--- src/rtl/puf_arbiter_pkg.sv ---
`default_nettype none
// ---------------------------------------------------------------------------
// puf_arbiter_pkg : shared FSM encoding, requester indices and defaults
// Rev 1.0
// ---------------------------------------------------------------------------
package puf_arbiter_pkg;

  typedef enum logic [2:0] {
    ST_IDLE  = 3'd0,
    ST_SETUP = 3'd1,
    ST_FIRE  = 3'd2,
    ST_WAIT  = 3'd3,
    ST_RESP  = 3'd4
  } state_t;

  localparam int REQ_CALIB       = 0;
  localparam int REQ_TEST        = 1;
  localparam int DEFAULT_TIMEOUT = 255;

endpackage
`default_nettype wire

--- src/rtl/puf_arbiter_rr_sel2.sv ---
`default_nettype none
// ---------------------------------------------------------------------------
// rr_sel2 : two-requester round-robin selector, one-hot winner
// Rev 1.0
// ---------------------------------------------------------------------------
module rr_sel2
  import puf_arbiter_pkg::*;
(
  input  logic [1:0] req,
  input  logic       last_grant,
  output logic [1:0] win
);

  // On contention the requester that was not served last wins.
  always_comb begin
    win = req;
    if (req == 2'b11) begin
      win = (last_grant == 1'(REQ_TEST)) ? 2'b01 : 2'b10;
    end
  end

endmodule
`default_nettype wire

--- src/rtl/puf_arbiter.sv ---
`default_nettype none
// ---------------------------------------------------------------------------
// puf_arbiter : arbitrates two requesters onto one PUF core evaluation
// Rev 1.0
// ---------------------------------------------------------------------------
module puf_arbiter
  import puf_arbiter_pkg::*;
#(
  parameter int CHALLENGE_WIDTH = 32,
  parameter int RESPONSE_WIDTH  = 6,
  parameter int TIMEOUT         = DEFAULT_TIMEOUT
) (
  input  logic                       clk_1,
  input  logic                       rst,
  input  logic [1:0]                 req,
  input  logic [CHALLENGE_WIDTH-1:0] chal0,
  input  logic [CHALLENGE_WIDTH-1:0] chal1,
  output logic [1:0]                 ack,
  output logic [1:0]                 grant,
  output logic [RESPONSE_WIDTH-1:0]  resp_raw,
  output logic                       resp_xor,
  output logic                       resp_err,
  output logic [CHALLENGE_WIDTH-1:0] puf_challenge,
  output logic                       puf_trigger,
  input  logic                       puf_done,
  input  logic [RESPONSE_WIDTH-1:0]  puf_raw,
  input  logic                       puf_xor,
  output logic [15:0]                eval_count,
  output logic [7:0]                 timeout_count
);

  state_t     state;
  logic [7:0] wait_cnt;
  logic       done_q;
  logic       last_grant;
  logic [1:0] win;
  logic       done_rise;

  rr_sel2 u_rr_sel2 (
    .req        (req),
    .last_grant (last_grant),
    .win        (win)
  );

  // Only a fresh edge counts; a level left high from a prior op is ignored.
  assign done_rise = puf_done & ~done_q;

  always_ff @(posedge clk_1) begin
    if (rst) begin
      state         <= ST_IDLE;
      ack           <= 2'b00;
      grant         <= 2'b00;
      puf_trigger   <= 1'b0;
      resp_raw      <= '0;
      resp_xor      <= 1'b0;
      resp_err      <= 1'b0;
      puf_challenge <= '0;
      eval_count    <= 16'd0;
      timeout_count <= 8'd0;
      wait_cnt      <= 8'd0;
      done_q        <= 1'b0;
      last_grant    <= 1'(REQ_TEST);
    end else begin
      done_q <= puf_done;
      case (state)
        ST_IDLE: begin
          if (req != 2'b00) begin
            grant         <= win;
            puf_challenge <= win[REQ_TEST] ? chal1 : chal0;
            state         <= ST_SETUP;
          end
        end
        ST_SETUP: begin
          puf_trigger <= 1'b1;
          state       <= ST_FIRE;
        end
        ST_FIRE: begin
          puf_trigger <= 1'b0;
          wait_cnt    <= 8'd0;
          state       <= ST_WAIT;
        end
        ST_WAIT: begin
          // Done is checked first so it wins over a coincident timeout.
          if (done_rise) begin
            resp_raw <= puf_raw;
            resp_xor <= puf_xor;
            resp_err <= 1'b0;
            if (eval_count != 16'hFFFF) eval_count <= eval_count + 16'd1;
            ack   <= grant;
            state <= ST_RESP;
          end else if (wait_cnt == 8'(TIMEOUT - 1)) begin
            resp_err <= 1'b1;
            if (timeout_count != 8'hFF) timeout_count <= timeout_count + 8'd1;
            ack   <= grant;
            state <= ST_RESP;
          end else begin
            wait_cnt <= wait_cnt + 8'd1;
          end
        end
        ST_RESP: begin
          ack        <= 2'b00;
          grant      <= 2'b00;
          last_grant <= grant[REQ_TEST];
          state      <= ST_IDLE;
        end
        default: state <= ST_IDLE;
      endcase
    end
  end

endmodule
`default_nettype wire
--- config.mk ---
export PLATFORM = sky130hd
export DESIGN_NAME = puf_arbiter
export DESIGN_NICKNAME = d
export VERILOG_FILES = /design/src/rtl/puf_arbiter_pkg.sv /design/src/rtl/puf_arbiter_rr_sel2.sv /design/src/rtl/puf_arbiter.sv
export SDC_FILE = /design/constraint.sdc
export NUM_CORES = 1
export LEC_CHECK = 0
export CORE_UTILIZATION = 65
export DETAILED_ROUTE_END_ITERATION = 10
export DONT_BUFFER_PORTS = 1
export GPL_TIMING_DRIVEN = 0
export PLACE_DENSITY = 0.81
export SKIP_LAST_GASP = 1
export SLEW_MARGIN = 20
export SYNTH_ARGS = -nofsm -noshare
export SYNTH_HDL_FRONTEND = slang
export SYNTH_HIERARCHICAL = 1
export SYNTH_SLANG_ARGS = --single-unit
--- constraint.sdc ---
create_clock -name clk_1 -period 5.1 [get_ports clk_1]
set_input_delay 0.51 -clock clk_1 [delete_from_list [all_inputs] [get_ports clk_1]]
set_output_delay 0.51 -clock clk_1 [all_outputs]
set_load 0.01 [all_outputs]
Word-level counts from Yosys, hierarchy flattened. Index checks and enable logic that the tools add are counted.

Register bits: 82.

Muxes and demuxes: 18. Eq/ne operators: 12. Add/subtract/negate cells: 3. Reductions and logical operators: 16. Bitwise logic cells: 3.

Operators with widths (number): $mux W32 (1); $add A16 B1 Y16 const B (1); $add A8 B1 Y8 const B (2); $mux W8 (2); $ne A16 B16 Y1 const B (1); $pmux W8 S2 (1); $pmux W3 S4 (1); $reduce_and A2 Y1 (6); $reduce_bool A2 Y1 (6); $mux W2 (5); $mux W3 (3); $eq A8 B8 Y1 const B (1); $ne A8 B8 Y1 const B (1); $pmux W2 S2 (2); $eq A3 B2 Y1 const B (2); $ne A2 B2 Y1 const B (3); $reduce_and A3 Y1 (2); $reduce_and A4 Y1 (1); $eq A3 B1 Y1 const B (1); $eq A3 B3 Y1 const B (1); $logic_not A3 Y1 (1); $ne A3 B3 Y1 const B (1); $eq A2 B2 Y1 const B (1); $mux W1 (2); 3 further kinds (4).

Longest topological paths before layout.
Depth after elaboration: 4. Depth in mapped cells: 7. Gate-level depth less buffers: 6.

By module. Netlist, hierarchy kept.

Modules (own cells, without submodules): puf_arbiter (cells an instance 430, sequential area each 1641.6 um^2, instances 1, area each 3826.2 um^2); rr_sel2 (cells an instance 3, sequential area each 0.0 um^2, instances 1, area each 18.8 um^2).

Least setup slack after synthesis. Ideal clock, no wire load.

Kind: input-to-reg. Start: input port puf_done. End: register timeout_count[2]. Stages on the path: 5. Setup slack: 3079 ps. Data arrival time: 1951 ps. Buffers on the path: 1. Path through: nor2b_1 > or4_4 > buf_6 > or4_1 > a21oi_1.

Cells in the longest elaborated chain, start to end: 3.

RTL lines: from (decl) (line puf_arbiter.sv:25) `input logic puf_done,`; $and A1 B1 Y1 (line puf_arbiter.sv:46) `assign done_rise = puf_done & ~done_q;`; $not A1 Y1 (no source line); $reduce_and A4 Y1 (no source line); to (signal assigned) (line puf_arbiter.sv:93) `if (timeout_count != 8'hFF) timeout_count <= timeout_count + 8'd1;`; to (decl) (line puf_arbiter.sv:29) `output logic [7:0] timeout_count`.

No other way between the ends. A chain may end at the register's enable or synchronous reset.

Worst setup path in the final report.
Start: register state[0]. End: register puf_challenge[19].

Cells in the longest elaborated chain, start to end: 2.

RTL lines: from (decl) (line puf_arbiter.sv:32) `state_t state;`; from (signal assigned) (line puf_arbiter.sv:50) `state <= ST_IDLE;`; from (signal assigned) (line puf_arbiter.sv:70) `state <= ST_SETUP;`; from (signal assigned) (line puf_arbiter.sv:75) `state <= ST_FIRE;`; $logic_not A3 Y1 (line puf_arbiter.sv:65) `case (state)`; $reduce_and A2 Y1 (no source line); to (signal assigned) (line puf_arbiter.sv:69) `puf_challenge <= win[REQ_TEST] ? chal1 : chal0;`; to (decl) (line puf_arbiter.sv:23) `output logic [CHALLENGE_WIDTH-1:0] puf_challenge,`.

No other way between the ends.

==> metrics.txt <==
status completed; critical-path maximum fanout 10; Area Growth Syn to Fin 8.038%; DIE AREA just over 6000 sq um; layout cells sized above 1 7.127%; I/O pin total 145; post-route setup slack 2.758 ns; final WL 9059 um; CP Data Required Time 5.35 ns; crit-path cells clkbuf_8, nor4_1, clkbuf_1, clkbuf_1, nor2_1, a211oi_1; Initial Utilization 68.56%; ys async rst share 0%; diode count 0; Max IR drop VDD 250.6 uV; Yosys cell types 49; crit path time final 2.342 ns; post-DP HPWL roughly 6600 um; register area share after synthesis 42.69%; Num Clock Sinks 82; Worst-Skew Late Latency 0.34 ns; fin nets 524; syn avg cell area 8.880 sq um; die height 78.91 um; Avg Vias per Cell 6.355; TritonRoute pass-1 iters 5; Yosys reg bits 82; CTS root buffer clkbuf_8; post-cts resize count 0; Slew Limit Fails 0; EDFF count, synth 0; routability cong. 0.8392; GR Util met2 between 50 and 60%; Clock Path Buffers 2; synth warn 6; Syn Nets around 510; cts hold-fix bufs 0; Hold Path Class in2reg; grt ovf 0; RSZ-0062 raised after global routing no; Fin. Hold Viols 0; placed cells 505; CP max-delay cell nor4_1; crit path DAT 2.59 ns; CP endpoint kind flop; GRT met1 Usage 34.44%; max_slew headroom 54.15%; most frequent CP cell clkbuf_1; grt peak-use layer met2; pin count of the biggest net entering global routing 14; drt initial violations between 150 and 200; DRC errors left 0; power density cells around 330 nW/um^2; PortBufs 0; Setup WS pre-CTS 2.729 ns; FP Rows 27; wire per inst 17.39 um; cell area after synthesis 3845 sq um; htree depth 3; GR Util met3 6.552%; Sum Neg Setup Slack 0 ns; Num CTS Buffers 9; postcts setup bufs 0; initial antenna violation count 0; Final setup viols 0; global-route wire length before repair 14830 um; Top FF cell, synth dfxtp_1; Slew @ Worst Pin slightly below 0.7 ns; CTS tree yes; most common cell after layout, fill and taps aside dfxtp_1; clock-pin slew on the worst setup and hold paths 0.08 ns; via count between 3000 and 4000; GRT Overall Usage 29.99%; critical path class reg2reg; Synth Instances between 400 and 500; most frequent cells in the layout dfxtp_1 (82), nor2_1 (51), a21oi_1 (36), a211oi_1 (36), mux2i_1 (35); CORE AREA 5608 sq um; Final ANT Viol Nets 0; P_leak 1.447 nW; max incr delay on CP 0.59 ns; Post-Route Skew ~0.0073 ns; maximum clock frequency 427.0 MHz; max cap viols 0; CP Launch Type flop; Die X 78.91 um; post-route insts no fill 521; period utilization 45.92%; vias in the first global route between 3000 and 4000
[power by group]
part           leakage [nW]  switching (mW)  total, mW  internal, mW
clock network         0.109           0.229      0.517         0.288
logic                 0.668          0.0900      0.147        0.0573
registers             0.670          0.0458      0.725         0.680
total                  1.45           0.365       1.39          1.02
[critical path, delay by kind of cell (launching register included)]
family / cells / cell delay (ns)
simple gates: 2 / 0.67
compound gates: 1 / 0.25
flops: 1 / 0.31
buf+inv: 3 / 1.01
[routing by layer]
layer	up-vias	routed length, um
met5	-	0
li1	1623	-
met3	13	506
met1	1557	3772
met4	0	152
met2	118	4628
[cell type report]
| class | instances | area [sq um] |
|---|---|---|
| plain buffers | 27 | 147.6 |
| clock buffers | 11 | 141.4 |
| clock inverters | 5 | 77.57 |
| fillers | 446 | 1454 |
| inverters | 7 | 26.28 |
| multi-input cells | 317 | 2029 |
| flip-flops and latches | 82 | 1642 |
| well taps | 72 | 90.09 |
[sequential cells by signal, indices dropped and copies added (netlist names), 2 cells and up]
name,count
timeout_count,8
puf_challenge,32
eval_count,16
grant,2
state,3
wait_cnt,8
resp_raw,6
ack,2
[cells by family after synthesis]
kind of cell               count (synthesis)  synth area share [%]
DFF                                       82                 42.69
muxes                                     41                 10.87
AOI/OAI and AO/OA                        107                 17.90
adders and majority gates                  4                 1.302
buffers and inverters                     34                 4.523
and+or+nand+nor                          165                 22.71
[through the flow]
step | utilization, % | power, mW | cell area (sq um) | hold WS [ns]
after global placement | 70.17 | 0.8811 | 3935 | 0.4849
after global routing | 74.07 | 1.448 | 4154 | 0.2759
final | 74.07 | 1.389 | 4154 | 0.2915
after floorplan | - | 0.8479 | 3845 | 0.4700
after detailed placement | 70.17 | 0.8874 | 3935 | 0.4966
after CTS | 74.07 | 1.392 | 4154 | 0.2845
[Yosys cell counts, types with 3 or more instances]
cell	count	area, sq um
or4_1	9	67.56
nand2_1	25	93.84
dfxtp_1	82	1642
nor2_1	51	191.4
nor3_1	9	45.04
o31ai_1	8	60.06
mux2_2	6	67.56
o21ai_0	11	55.05
ha_1	4	50.05
clkbuf_1	20	75.07
nand3_1	17	85.08
and3_1	4	25.02
nand2b_1	4	25.02
nor4_1	3	18.77
inv_1	7	26.28
a31oi_1	4	25.02
or3_1	4	25.02
a21oi_1	36	180.2
a211oi_1	36	270.3
mux2i_1	35	350.3
nor2b_1	10	62.56
nand4_1	9	56.30
and4_1	4	35.03
[worst paths after layout]
path | start | end | slack (ns) | cells after the start
worst min-delay path | puf_raw[2] | resp_raw[2]$_SDFFE_PP0P_ | 0.29 | 2
worst max register to register | state[0]$_SDFFE_PP0P_ | puf_challenge[19]$_SDFFE_PP0P_ | 2.76 | 6
worst max-delay path | state[0]$_SDFFE_PP0P_ | puf_challenge[19]$_SDFFE_PP0P_ | 2.76 | 6
worst min register to register | resp_raw[2]$_SDFFE_PP0P_ | resp_raw[2]$_SDFFE_PP0P_ | 0.51 | 2
Power figures use the tool's default switching activity.
